==> config.mk <==
export PLATFORM = sky130hd
export DESIGN_NAME = pci_master_seq
export DESIGN_NICKNAME = d
export VERILOG_FILES = /design/src/rtl/pci_master_seq.sv
export SDC_FILE = /design/constraint.sdc
export NUM_CORES = 1
export LEC_CHECK = 0
export ABC_AREA = 1
export BUFFER_PORTS_ARGS = -buffer_cell sky130_fd_sc_hd__buf_2
export CAP_MARGIN = 15
export CORE_ASPECT_RATIO = 0.5
export CORE_MARGIN = 4
export CORE_UTILIZATION = 58
export DETAILED_ROUTE_END_ITERATION = 12
export GPL_TIMING_DRIVEN = 0
export PLACE_DENSITY_LB_ADDON = 0.08
export SLEW_MARGIN = 20
export SYNTH_ARGS = -nofsm -noshare
export SYNTH_HDL_FRONTEND = slang
export SYNTH_SLANG_ARGS = --single-unit
==> constraint.sdc <==
create_clock -name clk -period 3.96 [get_ports clk]
set_input_delay 0.396 -clock clk [delete_from_list [all_inputs] [get_ports clk]]
set_output_delay 0.396 -clock clk [all_outputs]
set_load 0.02 [all_outputs]
==> src/rtl/pci_master_seq.sv <==
// PCI bus master sequencer: request, address, burst data and turnaround.
// Define PCI_LATENCY_TIMER_EN to enable the latency-timer preempt.
module pci_master_seq #(
    parameter int unsigned LAT_CYCLES     = 32,
    parameter int unsigned DEVSEL_TIMEOUT = 5
) (
    input  logic       clk,
    input  logic       reset_l,
    input  logic       start,
    input  logic [7:0] len,
    input  logic       gnt_l,
    input  logic       frame_l_in,
    input  logic       irdy_l_in,
    input  logic       trdy_l,
    input  logic       devsel_l,
    input  logic       stop_l,
    output logic       req_l,
    output logic       frame_l,
    output logic       irdy_l,
    output logic       frame_oe,
    output logic       irdy_oe,
    output logic       ad_oe,
    output logic       addr_phase,
    output logic       data_xfer,
    output logic       busy,
    output logic       done,
    output logic [1:0] status,
    output logic [8:0] rem
);

    localparam logic [2:0] S_IDLE = 3'd0;
    localparam logic [2:0] S_REQ  = 3'd1;
    localparam logic [2:0] S_ADDR = 3'd2;
    localparam logic [2:0] S_DATA = 3'd3;
    localparam logic [2:0] S_TURN = 3'd4;

    localparam logic [7:0] DEV_LAST = 8'(DEVSEL_TIMEOUT - 1);

    logic [2:0] state;
    logic       ending;
    logic       preempted;
    logic       dev_seen;
    logic [7:0] dev_cnt;
    logic       xfer;
    logic       tmo;
    logic       pre;
    logic [8:0] rem_nx;

    // a target abort never counts the phase even if trdy is asserted
    assign xfer = (state == S_DATA) && !ending && !irdy_l && !trdy_l
                  && !(!stop_l && devsel_l);
    assign data_xfer  = xfer;
    assign addr_phase = (state == S_ADDR);
    assign rem_nx     = xfer ? rem - 9'd1 : rem;
    assign tmo        = (state == S_DATA) && !dev_seen && devsel_l
                        && (dev_cnt == DEV_LAST);

`ifdef PCI_LATENCY_TIMER_EN
    logic [15:0] lat_cnt;

    assign pre = (lat_cnt == 16'd0) && gnt_l && (rem_nx > 9'd1)
                 && !frame_l && !preempted;

    always_ff @(posedge clk or negedge reset_l) begin
        if (!reset_l) begin
            lat_cnt <= '0;
        end else if (state == S_ADDR) begin
            lat_cnt <= 16'(LAT_CYCLES);
        end else if (state == S_DATA && lat_cnt != 16'd0) begin
            lat_cnt <= lat_cnt - 16'd1;
        end
    end
`else
    assign pre = 1'b0;
`endif

    always_ff @(posedge clk or negedge reset_l) begin
        if (!reset_l) begin
            state     <= S_IDLE;
            req_l     <= 1'b1;
            frame_l   <= 1'b1;
            irdy_l    <= 1'b1;
            frame_oe  <= 1'b0;
            irdy_oe   <= 1'b0;
            ad_oe     <= 1'b0;
            busy      <= 1'b0;
            done      <= 1'b0;
            status    <= 2'b00;
            rem       <= '0;
            ending    <= 1'b0;
            preempted <= 1'b0;
            dev_seen  <= 1'b0;
            dev_cnt   <= '0;
        end else begin
            done <= 1'b0;
            case (state)
                S_IDLE: begin
                    if (start) begin
                        rem    <= (len == 8'd0) ? 9'd256 : {1'b0, len};
                        busy   <= 1'b1;
                        req_l  <= 1'b0;
                        status <= 2'b00;
                        state  <= S_REQ;
                    end
                end
                S_REQ: begin
                    if (!gnt_l && frame_l_in && irdy_l_in) begin
                        state     <= S_ADDR;
                        frame_l   <= 1'b0;
                        irdy_l    <= 1'b1;
                        frame_oe  <= 1'b1;
                        irdy_oe   <= 1'b1;
                        ad_oe     <= 1'b1;
                        ending    <= 1'b0;
                        preempted <= 1'b0;
                        dev_seen  <= 1'b0;
                        dev_cnt   <= '0;
                    end
                end
                S_ADDR: begin
                    state  <= S_DATA;
                    irdy_l <= 1'b0;
                    if (rem == 9'd1) begin
                        frame_l <= 1'b1;
                        req_l   <= 1'b1;
                    end
                end
                S_DATA: begin
                    if (!devsel_l) begin
                        dev_seen <= 1'b1;
                    end else if (!dev_seen) begin
                        dev_cnt <= dev_cnt + 8'd1;
                    end
                    // final phase on the bus: frame already released
                    if (ending || (xfer && frame_l) || (!stop_l && frame_l)) begin
                        if (!ending) begin
                            rem <= rem_nx;
                            if (xfer && frame_l) begin
                                status <= preempted ? 2'b11 : 2'b00;
                            end else begin
                                status <= devsel_l ? 2'b10 : 2'b11;
                            end
                        end
                        state   <= S_TURN;
                        frame_l <= 1'b1;
                        irdy_l  <= 1'b1;
                        ad_oe   <= 1'b0;
                        req_l   <= 1'b1;
                        ending  <= 1'b0;
                    end else if (!stop_l) begin
                        rem     <= rem_nx;
                        status  <= devsel_l ? 2'b10 : 2'b11;
                        frame_l <= 1'b1;
                        req_l   <= 1'b1;
                        ending  <= 1'b1;
                    end else begin
                        rem <= rem_nx;
                        if (tmo) begin
                            frame_l <= 1'b1;
                            req_l   <= 1'b1;
                            ending  <= 1'b1;
                            status  <= 2'b01;
                        end else if ((xfer && rem == 9'd2) || pre) begin
                            frame_l   <= 1'b1;
                            req_l     <= 1'b1;
                            preempted <= pre;
                        end
                    end
                end
                S_TURN: begin
                    state    <= S_IDLE;
                    frame_oe <= 1'b0;
                    irdy_oe  <= 1'b0;
                    ad_oe    <= 1'b0;
                    done     <= 1'b1;
                    busy     <= 1'b0;
                end
                default: begin
                    state <= S_IDLE;
                end
            endcase
        end
    end

endmodule
==> results.json <==
{
  "cp_max_fo": 4,
  "fillers": 260,
  "io_pins": 38,
  "maxSlewViolCount": 0,
  "critPathLaunchType": "flop",
  "yosys.area_share.simple_pct": 30.9,
  "synth_cells": 239,
  "htree_levels": 2,
  "rsz0062_at_grt": "no",
  "fin_skew_ps": 4.16,
  "arrival_ps": 1410,
  "r2r_cells": 8,
  "dieArea_sq_um": 4210,
  "routed_wl_um": 4230,
  "leakagePower_nw": 1.10,
  "root_buffer": "clkbuf_8",
  "port_buffers": 37,
  "synth_compound_gate_area_share_pct": 13.9,
  "hpwlAfterDp_um": 3180,
  "grt_max_degree": 32,
  "hold_buffers": 0,
  "diodes": 0,
  "first_iter_violations": 111,
  "ir_drop_v": 0.000484,
  "grt_pass1_vias": 1487,
  "synth_top_area_cell": "dfrtp_1",
  "coreArea_sq_um": 3030,
  "syn-cell-area_sq_um": 1850,
  "cts_buffer_depth": 2,
  "num-nets-final": 305,
  "synth_mux_area_share_pct": 0,
  "synth_edf_count": 0,
  "hold_violations": 0,
  "crit_type": "flop to output pin",
  "cts_buffers": 5,
  "postCtsResizedCells": 0,
  "synth-adder-area-share_pct": 3.39,
  "drtPass1Iterations": 4,
  "wire_per_inst_um": 13.1,
  "ys_types": 35,
  "gp_congestion": 0.904,
  "place_area_sq_um": 2080,
  "setup_tns_ps": 0,
  "timing.final.crit_share_pct": 45.7,
  "finalSetupViolations": 0,
  "worst-r2r-setup-slack_ps": 2190,
  "yosysSeqAreaShare_pct": 42.2,
  "cts.reportedPaths.clkPinSlew_ps": 70,
  "post-cts-setup-buffer-count": 0,
  "period_needed_ps": 1810,
  "synth_seq_cells": 31,
  "design_area_sq_um": 2170,
  "ant_nets": 0,
  "fmax_mhz": 553,
  "grt_pass1_wl_um": 6800,
  "cts_sinks": 31,
  "synth_top_family_by_area": "simple AND/OR/NAND/NOR gates",
  "power_density_nw_per_um2": 778,
  "hp-class": "primary input to asynchronous set/reset pin",
  "syn_avg_cell_area_sq_um": 7.73,
  "synth_flop_cell": "dfrtp_1",
  "crit_path_end_kind": "output pin",
  "drc": 0,
  "yosys_warnings": 0,
  "synth.top_cells.by_area": "dfrtp_1 38%, nand2_1 12%, o21ai_0 6.2%",
  "vias_per_cell": 5.38,
  "critPathRequiredTime_ps": 3560,
  "max_slew_margin_pct": 54.0,
  "worstMarginPinSlew_ps": 690,
  "dieHeight_um": 47.9,
  "grtUsageTotal_pct": 22.0,
  "synth-xor-area-share_pct": 1.90,
  "syn_nets": 261,
  "insertion_delay_ps": 290,
  "num_vias": 1743,
  "start_util_pct": 61.0,
  "status": "finished, final reports clean",
  "final_common_cell": "nand2_1",
  "drive_gt1_share_pct": 23.2,
  "antenna_found_initial": 0,
  "cap_viol_max_count": 0,
  "overflow": 0,
  "syn2layout_area_growth_pct": 17.3,
  "synth_top_cell_area_share_pct": 37.9,
  "ys_async_sr_fraction_pct": 100,
  "tritoncts": "yes",
  "rows": 14,
  "die_w_um": 87.8,
  "final_cell_mix": "59 x nand2_1, 38 x buf_2, 28 x dfrtp_1, 26 x inv_1, 25 x nor2_1"
}
per-stage QoR:
step           setup slack [ps]  hold WS [ps]  total power (W)  utilization, %  instances
2_1_floorplan              2430           100          0.00120               -        239
3_3_place_gp               2310           453          0.00142            68.7        316
3_5_place_dp               2240           461          0.00144            68.7        316
4_1_cts                    2150           171          0.00169            71.5        324
5_1_grt                    2000           201          0.00183            71.5        324
6_report                   2150           148          0.00169            71.5        324
registers in the layout, summed over array words and instances, names as in the netlist:
name      flops
done          1
dev_cnt       8
req_l         1
rem           9
ad_oe         1
dev_seen      1
state         3
ending        1
status        2
busy          1
irdy_l        1
frame_l       1
irdy_oe       1
kinds of logic (layout without fill, tap and decap cells):
group | after synthesis | after routing
buffers and inverters | 33 | 78
AND/OR/NAND/NOR | 121 | 121
adder cells (fa/ha/maj) | 5 | 5
AO/OA/AOI/OAI | 45 | 45
XOR/XNOR | 4 | 4
flip-flops | 31 | 31
final timing paths:
| path | start | endpoint |
|---|---|---|
| min in group clk | start | busy |
| hold reg to reg | req_l | req_l |
| setup / recovery | state[2] | data_xfer |
| max in group asynchronous | reset_l | rem[6] |
| setup reg to reg | state[0] | rem[3] |
| hold / removal | reset_l | irdy_oe |
power breakdown:
group,switching (W),internal (W),total (W),leakage [nW]
Sequential,0.000112,0.000444,0.000556,0.385
Combinational,0.000591,0.000301,0.000892,0.666
Clock,0.000119,0.000120,0.000239,0.0477
Total,0.000822,0.000865,0.00169,1.10
worst max-delay path, cell delays in order, from the launching register on:
cell,delay [ps]
dfrtp_1,410
inv_1,140
nand3_2,100
nor2_2,130
and2_4,180
buf_2,160
layout make-up:
type | instances | area (sq um) | share of cell area, %
Clock buffer | 5 | 68.8 | 3.18
Clock inverter | 3 | 15.0 | 0.693
Inverter | 27 | 104 | 4.79
Tap cell | 40 | 50.0 | 2.31
Buffer | 6 | 38.8 | 1.79
Timing Repair Buffer | 37 | 185 | 8.55
Multi-Input combinational cell | 175 | 926 | 42.7
Sequential cell | 31 | 779 | 36.0
cells in the mapped netlist, types with 2 or more instances:
master,n
buf_4,2
inv_1,26
ha_1,5
nor4_1,2
nand2_1,59
o31ai_1,4
a21oi_1,9
nor2_2,4
xor2_1,2
dfrtp_1,28
nor2_1,25
nand3_1,11
nor3_1,4
xnor2_1,2
nand4_1,8
a22oi_1,2
o211ai_1,3
nor2_4,2
dfstp_2,3
o21ai_0,23
layer usage:
metal | up-vias | wire, um | share of wire, % | GRT usage, %
met1 | 795 | 1930 | 46 | 27.6
met2 | 63 | 1920 | 45 | 36.7
met3 | 7 | 343 | 8.1 | 7.56
li1 | 878 | - | - | -
met4 | 0 | 42 | 0.99 | 7.03
met5 | - | 0 | 0 | 0
Power figures use the tool's default switching activity.
